--- src/rtl/instr_sequencer.sv ---
// Multi-cycle sequencer for the 9-bit-instruction processor.
// Steps FETCH/DECODE/EXEC/MEM/WB and keeps cycle and retire counters.
module instr_sequencer #(
    parameter int MulLatency = 3,
    parameter int CntWidth   = 16
) (
    input  logic                Clk,
    input  logic                Reset,
    input  logic                Start,
    input  logic [8:0]          Instr,
    input  logic                MemReady,
    input  logic                Cond,
    output logic                IRLoad,
    output logic                PCEn,
    output logic                TakeBranch,
    output logic                RegWriteEn,
    output logic                MemReq,
    output logic                MemWriteEn,
    output logic                Done,
    output logic [2:0]          State,
    output logic [CntWidth-1:0] CycleCount,
    output logic [CntWidth-1:0] InstrCount
);

    typedef enum logic [2:0] {
        S_IDLE   = 3'd0,
        S_FETCH  = 3'd1,
        S_DECODE = 3'd2,
        S_EXEC   = 3'd3,
        S_MEM    = 3'd4,
        S_WB     = 3'd5,
        S_HALT   = 3'd6
    } state_t;

    localparam logic [3:0]          MulInit = 4'(MulLatency - 1);
    localparam logic [CntWidth-1:0] CntMax  = '1;
    localparam logic [CntWidth-1:0] CntOne  = CntWidth'(1);

    state_t              r_state;
    state_t              w_next;
    logic [3:0]          r_mul_cnt;
    logic [CntWidth-1:0] r_cycle_cnt;
    logic [CntWidth-1:0] r_instr_cnt;

    logic [2:0] w_opcode;
    logic [1:0] w_funct;
    logic       w_is_lb;
    logic       w_is_sb;
    logic       w_is_br;
    logic       w_is_mul;
    logic       w_is_halt;
    logic       w_is_alu;
    logic       w_mul_busy;
    logic       w_busy;
    logic       w_retire;
    logic       w_unused;

    assign w_opcode   = Instr[8:6];
    assign w_funct    = Instr[5:4];
    assign w_unused   = ^Instr[3:0];

    assign w_is_lb    = (w_opcode == 3'b001);
    assign w_is_sb    = (w_opcode == 3'b010);
    assign w_is_br    = (w_opcode == 3'b100);
    assign w_is_mul   = (w_opcode == 3'b111) && (w_funct == 2'b10);
    assign w_is_halt  = (w_opcode == 3'b111) && (w_funct == 2'b11);
    assign w_is_alu   = ~(w_is_lb | w_is_sb | w_is_br | w_is_mul | w_is_halt);

    assign w_mul_busy = w_is_mul && (r_mul_cnt != 4'd0);
    assign w_busy     = (r_state == S_FETCH) || (r_state == S_DECODE) ||
                        (r_state == S_EXEC)  || (r_state == S_MEM)    ||
                        (r_state == S_WB);

    assign State      = r_state;
    assign CycleCount = r_cycle_cnt;
    assign InstrCount = r_instr_cnt;

    // Next-state and per-state strobe decode
    always_comb begin
        w_next     = r_state;
        IRLoad     = 1'b0;
        PCEn       = 1'b0;
        TakeBranch = 1'b0;
        RegWriteEn = 1'b0;
        MemReq     = 1'b0;
        MemWriteEn = 1'b0;
        Done       = 1'b0;
        w_retire   = 1'b0;
        case (r_state)
            S_IDLE: begin
                if (Start) w_next = S_FETCH;
            end
            S_FETCH: begin
                IRLoad = 1'b1;
                w_next = S_DECODE;
            end
            S_DECODE: begin
                w_next = w_is_halt ? S_HALT : S_EXEC;
            end
            S_EXEC: begin
                if (w_mul_busy)             w_next = S_EXEC;
                else if (w_is_lb | w_is_sb) w_next = S_MEM;
                else                        w_next = S_WB;
            end
            S_MEM: begin
                MemReq = 1'b1;
                if (MemReady) begin
                    if (w_is_sb) begin
                        MemWriteEn = 1'b1;
                        PCEn       = 1'b1;
                        w_retire   = 1'b1;
                        w_next     = S_FETCH;
                    end else begin
                        w_next     = S_WB;
                    end
                end
            end
            S_WB: begin
                PCEn       = 1'b1;
                RegWriteEn = w_is_alu | w_is_mul | w_is_lb;
                TakeBranch = w_is_br & Cond;
                w_retire   = 1'b1;
                w_next     = S_FETCH;
            end
            S_HALT: begin
                Done = 1'b1;
                if (!Start) w_next = S_IDLE;
            end
            default: begin
                w_next = S_IDLE;
            end
        endcase
    end

    // State register
    always_ff @(posedge Clk) begin
        if (!Reset) r_state <= S_IDLE;
        else        r_state <= w_next;
    end

    // Multiply countdown: loaded in DECODE, drained in EXEC
    always_ff @(posedge Clk) begin
        if (!Reset) begin
            r_mul_cnt <= 4'd0;
        end else if (r_state == S_DECODE) begin
            r_mul_cnt <= MulInit;
        end else if (r_state == S_EXEC && w_mul_busy) begin
            r_mul_cnt <= r_mul_cnt - 4'd1;
        end
    end

    // Saturating cycle and retire counters, cleared when a run starts
    always_ff @(posedge Clk) begin
        if (!Reset) begin
            r_cycle_cnt <= '0;
            r_instr_cnt <= '0;
        end else if (r_state == S_IDLE && Start) begin
            r_cycle_cnt <= '0;
            r_instr_cnt <= '0;
        end else begin
            if (w_busy && r_cycle_cnt != CntMax)
                r_cycle_cnt <= r_cycle_cnt + CntOne;
            if (w_retire && r_instr_cnt != CntMax)
                r_instr_cnt <= r_instr_cnt + CntOne;
        end
    end

endmodule

--- config.mk ---
export PLATFORM = sky130hd
export DESIGN_NAME = instr_sequencer
export DESIGN_NICKNAME = d
export VERILOG_FILES = /design/src/rtl/instr_sequencer.sv
export SDC_FILE = /design/constraint.sdc
export NUM_CORES = 1
export LEC_CHECK = 0
export CORE_MARGIN = 2
export CORE_UTILIZATION = 24
export DETAILED_ROUTE_END_ITERATION = 8
export PLACE_DENSITY = 0.55
export SYNTH_ARGS = -nofsm -noshare
export SYNTH_HDL_FRONTEND = slang
export SYNTH_SLANG_ARGS = --single-unit
--- constraint.sdc ---
create_clock -name Clk -period 2 [get_ports Clk]
set_input_delay 0.5 -clock Clk [delete_from_list [all_inputs] [get_ports Clk]]
set_output_delay 0.5 -clock Clk [all_outputs]
set_load 0.005 [all_outputs]
==> results of run 1 <==
[state kept, by name, indices dropped and copies added, names as in the netlist]
register    flops
State           3
CycleCount     16
r_mul_cnt       4
InstrCount     16
[cell usage in the layout (no fill, tap or decap), types with 8 or more instances in the layout]
cell	n
dfxtp_1	37
or4_1	22
nor2_1	8
nand4_1	12
o31ai_1	22
or3_1	10
nand2_1	15
buf_4	33
a21oi_1	29
clkdlybuf4s50_1	40
nand3_1	12
inv_1	15
[worst max-delay path, stage by stage]
cell             delay [ns]
clkdlybuf4s50_1        0.41
and4_1                 0.17
a211oi_2               0.20
buf_2                  0.14
[repair_timing]
item,in CTS,in global routing
resized for setup,23,14
cloned,0,0
pin swaps,2,7
buffers inserted,0,1
setup endpoints to repair,21,16
[worst min path at each step]
stage | to | slack [ns] | depth (start not counted)
2_1_floorplan | r_mul_cnt[3] | 0.46 | 2
3_3_place_gp | r_mul_cnt[3] | 0.47 | 2
3_5_place_dp | r_mul_cnt[3] | 0.49 | 2
4_1_cts | r_mul_cnt[3] | 0.50 | 2
5_1_grt | CycleCount[15] | 0.54 | 2
6_report | r_mul_cnt[3] | 0.50 | 2
[per-layer routing]
| metal | global-route usage | share of wire | vias up |
|---|---|---|---|
| li1 | - | - | 1231 |
| met1 | 0.165 | 0.48 | 1151 |
| met2 | 0.200 | 0.47 | 47 |
| met3 | 0.0283 | 0.043 | 6 |
| met4 | 0.0374 | 0.010 | 0 |
| met5 | 0 | 0 | - |
[synthesized netlist by cell type, types with 3 or more instances]
cell type / n
nor4_1: 4
a211oi_1: 4
ha_1: 3
nor2_1: 8
a21oi_1: 29
nand3_1: 12
or3_1: 10
nand3b_1: 3
o21a_1: 3
inv_1: 16
o21ai_0: 5
nor3b_1: 3
nor3_1: 6
or4_1: 22
nand2_1: 16
nand4_1: 12
and4_1: 5
nor4_2: 4
dfxtp_1: 39
mux2i_1: 5
o31ai_1: 22
xnor2_1: 3
clkbuf_1: 4
buf_2: 9
[final cells by class]
cell class              count  area (µm²)
clock inverters             2        60.1
inverters                  16        60.1
clock buffers               6        72.6
multi-input cells         203        1390
well taps                 129         161
fillers                   947        5930
flip-flops and latches     39         783
repair buffers             88         781
[power by group through the flow]
stage / clock, mW / sequential, mW / combinational, mW
floorplan: 0 / 0.830 / 0.192
global route: 0.850 / 0.815 / 0.410
CTS: 0.820 / 0.810 / 0.366
detailed placement: 0 / 0.827 / 0.367
global placement: 0 / 0.827 / 0.364
finish: 0.786 / 0.811 / 0.372
[stage by stage]
stage	cell area [µm²]	cells	hold WS, ns
6_report	3310	483	0.499
5_1_grt	3310	483	0.539
4_1_cts	3300	482	0.497
3_5_place_dp	3160	474	0.485
3_3_place_gp	3160	474	0.475
2_1_floorplan	2290	272	0.458
[cell families (layout without fill, tap and decap cells)]
group / after synthesis / in the layout / share of synthesized area
DFF: 39 / 39 / 0.341
and+or+nand+nor: 114 / 114 / 0.324
buffers and inverters: 30 / 112 / 0.0574
adders and majority gates: 3 / 3 / 0.0164
xor gates and xnor gates: 4 / 4 / 0.0153
muxes: 5 / 5 / 0.0219
AOI/OAI and AO/OA: 77 / 77 / 0.224
==> impl_metrics.py, run 1 <==
metrics = {
    "global_route": {
        "grt_first_pass_wirelength_mm": 10.4,
        "grt_pass1_vias": 2244,
        "grt_max_degree": 18,
        "grt_usage": 0.124,
        "grt_antenna_before_repair": 0,
        "overflow": 0,
    },
    "power": {
        "finalPower_mw": 1.97,
        "clkPwrFrac": 0.399,
        "p_sw_mw": 0.496,
        "seq_power_share": 0.412,
        "comb_power_share": 0.189,
        "irDropWorstVdd_v": 0.000272,
        "p_leak_nw": 1.06,
        "p_per_area_nw_per_um2": 595,
        "p_int_mw": 1.47,
        "netSwitchingFraction": 0.252,
    },
    "synth": {
        "yosysSeqAreaShare": 0.341,
        "postSynthNetCount": 289,
        "synth_area_leader_cell": "dfxtp_1",
        "synth_area_per_cell_um2": 8.41,
        "synth_cell_type_count": 44,
        "syn_inst": 272,
        "ys.flop_type": "dfxtp_1",
        "synth-seq-cells": 39,
        "netlist.area_leader.share": 0.341,
        "synthTopCellsByArea": "dfxtp_1 (34%), o31ai_1 (7.2%), or4_1 (7.2%)",
        "synth_async_sr_flop_share": 0,
        "synth_edf_count": 0,
        "synth_warnings": 0,
        "syn-cell-area_um2": 2290,
    },
    "clock_network": {
        "clkLatencyLatePin_ns": 0.29,
        "hold_buffers": 0,
        "h-tree-depth": 2,
        "path_clk_slew_ns": 0.07,
        "clock-sinks": 39,
        "clock-root-buffer": "clkbuf_8",
        "cts_tree": "yes",
        "clock_path_buffers": 2,
        "cts_buffers": 5,
    },
    "layout": {
        "nets": 370,
        "syn_to_final_growth_pct": 44.6,
        "diodes": 0,
        "utilization": 0.358,
        "layout-drive-gt1-share": 0.181,
    },
    "timing": {
        "hold_viol_final": 0,
        "fmax_mhz": 518,
        "finalSetupViolCount": 0,
        "period_share": 0.965,
        "drv_slew": 0,
        "fin_tns_setup_ns": 0,
        "rsz0062_at_grt": "false",
        "fin_skew_ns": 0.00809,
        "setup_ws_ns": 0.0710,
        "slew_headroom": 0.664,
        "tightest_slew_ns": 0.500,
        "fin_crit_ns": 1.93,
    },
    "critical_path": {
        "timing.rr.start": "State[0]",
        "reg2reg_depth": 5,
        "r2r_slack_ns": 0.10,
        "cp.required_ns": 1.50,
        "critical_path_class": "input pin to output port",
        "startpoint_type": "input pin",
        "end_kind": "output port",
        "r2r_end": "InstrCount[10]",
        "worst-path-max-fanout": 2,
        "cp-endpoint": "RegWriteEn",
        "cp-startpoint": "Instr[5]",
        "cp.arrival_ns": 1.43,
    },
    "place": {
        "dp_hpwl_mm": 4.62,
        "place_congestion": 0.769,
        "dp_slack_ns": -0.599,
        "buffer_ports.inserted": 51,
    },
    "route": {
        "drt_wl_total_mm": 6.34,
        "drc": 0,
        "first_pass_iters": 4,
        "wl_per_cell_um": 13.1,
        "num_vias": 2435,
        "via_per_inst": 5.04,
        "ant_nets": 0,
        "drt_iter0_markers": 67,
    },
    "floorplan": {
        "coreArea_um2": 9240,
        "pin_count": 56,
        "fp.dieW_um": 102,
        "die_h_um": 102,
        "dieArea_um2": 10300,
        "rows": 35,
        "initial_utilization": 0.248,
    },
    "outcome": {
        "status": "finished, final reports clean",
    },
    "min_path": {
        "hp-start": "r_mul_cnt[3]",
        "hold_class": "flip-flop to flip-flop",
    },
    "flow_run": {
        "max-cap-violations": 0,
    },
}
Power figures use the tool's default switching activity.
==> inputs of run 2 (changes only) <==
Settings changed: CELL_PAD_IN_SITES_DETAIL_PLACEMENT set to 0, CELL_PAD_IN_SITES_GLOBAL_PLACEMENT set to 1, PLACE_DENSITY 0.55 to 0.68, REMOVE_ABC_BUFFERS set to 1.
==> run 2 against run 1 <==
Cell area is 0.38% lower. Combinational power up 2%. Wire length up 1.7%. Critical path depth grew 2. Count of clock-buffer cells in the layout is the same. Clock power is 10% lower. Global-route usage up 0.054 points. Sequential power is essentially flat. Hold slack got worse by 0.0079 ns. Die area stayed put. Total power is 3.6% lower.
==> impl_metrics.py, run 2 (synthesis results as in run 1) <==
metrics = {
    "outcome": {
        "status": "finished, final reports clean",
    },
    "power": {
        "irDropWorstVdd_v": 0.000267,
        "p_per_area_nw_per_um2": 576,
        "p_leak_nw": 1.06,
    },
    "place": {
        "buffer_ports.inserted": 51,
        "dp_hpwl_mm": 4.71,
        "place_congestion": 0.777,
        "place_area_um2": 3160,
        "placedCellCount": 472,
    },
    "layout": {
        "final_cell_mix": "clkdlybuf4s50_1 (40), dfxtp_1 (36), buf_4 (30)",
        "nets": 368,
        "diodes": 0,
        "layout-drive-gt1-share": 0.185,
        "final_area_um2": 3300,
        "utilization": 0.357,
        "layoutNonFillerInstCount": 481,
        "fillers": 968,
        "final_common_cell": "clkdlybuf4s50_1",
        "syn_to_final_growth_pct": 44.1,
    },
    "critical_path": {
        "reg2reg_depth": 7,
        "crit_slowest_cell": "dfxtp_2",
        "startpoint_type": "flip-flop",
        "critPathMaxStageDelay_ns": 0.33,
        "end_kind": "output port",
        "worst-path-max-fanout": 7,
        "worstPathCellList": "buf_6, nand3b_1, buf_4, o21a_1, inv_1, buf_2",
        "cp_num_buf_inv": 4,
        "cp.required_ns": 1.50,
        "critical_path_cell_count": 6,
        "critical_path_class": "flip-flop to output port",
        "cpLargestDelayFamily": "buffers and inverters",
        "cp.arrival_ns": 1.47,
    },
    "clock_network": {
        "clock-sinks": 39,
        "clock-root-buffer": "clkbuf_8",
        "clkLatencyLatePin_ns": 0.29,
        "path_clk_slew_ns": 0.08,
        "clock_path_buffers": 2,
        "h-tree-depth": 2,
        "cts_buffers": 5,
        "cts_tree": "yes",
    },
    "global_route": {
        "grt_pass1_vias": 2180,
        "grt_antenna_before_repair": 0,
        "grt_first_pass_wirelength_mm": 10.5,
        "grt_max_degree": 27,
        "overflow": 0,
        "grt_usage": 0.124,
    },
    "floorplan": {
        "dieArea_um2": 10300,
        "die_h_um": 102,
        "pin_count": 56,
        "initial_utilization": 0.248,
        "coreArea_um2": 9240,
        "fp.dieW_um": 102,
        "rows": 35,
    },
    "timing": {
        "fin_skew_ns": 0.00939,
        "hold_viol_final": 0,
        "fmax_mhz": 507,
        "finalSetupViolCount": 0,
        "slew_headroom": 0.661,
        "drv_slew": 0,
        "rsz0062_at_grt": "true",
        "fin_crit_ns": 1.97,
        "tightest_slew_ns": 0.504,
        "period_share": 0.986,
    },
    "min_path": {
        "min_path_cells": 2,
        "hold_class": "flip-flop to flip-flop",
    },
    "route": {
        "wl_per_cell_um": 13.4,
        "ant_nets": 0,
        "num_vias": 2389,
        "drc": 0,
        "drt_wl_total_mm": 6.45,
        "drt_iter0_markers": 49,
        "first_pass_iters": 4,
        "via_per_inst": 4.97,
    },
    "flow_run": {
        "max-cap-violations": 0,
    },
}
run 2: what timing repair did:
item,in CTS,in global routing
setup buffers,1,0
cloned,0,0
resized for setup,31,7
hold buffers,0,0
setup endpoints to repair,19,16
pin swaps,3,2
run 2: cell type report:
class,count,area (µm²),share of cell area
inverter,16,60.1,0.0182
multi-input combinational,203,1400,0.424
timing repair buffer,86,771,0.234
sequential,39,785,0.238
clock inverter,2,38.8,0.0118
tap,129,161,0.0490
clock buffer,6,82.6,0.0250
run 2: final timing paths:
path | startpoint | to | slack (ns)
setup reg to reg | State[1] | InstrCount[3] | 0.07
setup / recovery | State[1] | PCEn | 0.03
hold reg to reg | InstrCount[9] | InstrCount[9] | 0.49
hold / removal | InstrCount[9] | InstrCount[9] | 0.49
run 2: report_power, final:
| group | switching, mW | internal, mW |
|---|---|---|
| sequential | 0.0166 | 0.796 |
| combinational | 0.197 | 0.182 |
| clock | 0.296 | 0.411 |
run 2: worst min-delay path, cell delays in order (launching register included):
cell and delay, ns:
dfxtp_1 0.34, nand2_1 0.06, mux2i_1 0.05
run 2: metal layers:
metal / wire length, µm / vias up / track usage
li1: - / 1237 / -
met1: 3200 / 1100 / 0.170
met2: 2870 / 50 / 0.197
met3: 343 / 2 / 0.0317
met4: 30 / 0 / 0.0281
met5: 0 / - / 0
run 2: metrics by stage:
step	hold WS (ns)	setup TNS, ns	setup slack (ns)	power, mW
final	0.491	0	0.0289	1.90
after global routing	0.512	-0.170	-0.0497	2.00
after CTS	0.494	-0.0115	-0.0115	1.92
after detailed placement	0.479	-9.18	-0.564	1.20
after global placement	0.474	-8.25	-0.563	1.20
after floorplan	0.458	-0.163	-0.0392	0.997
==> inputs of run 3 (changes only) <==
Settings changed: SLEW_MARGIN set to 10.
==> results of run 3 <==
Same layout as run 2: the final DEF is identical, and so are final timing and power.
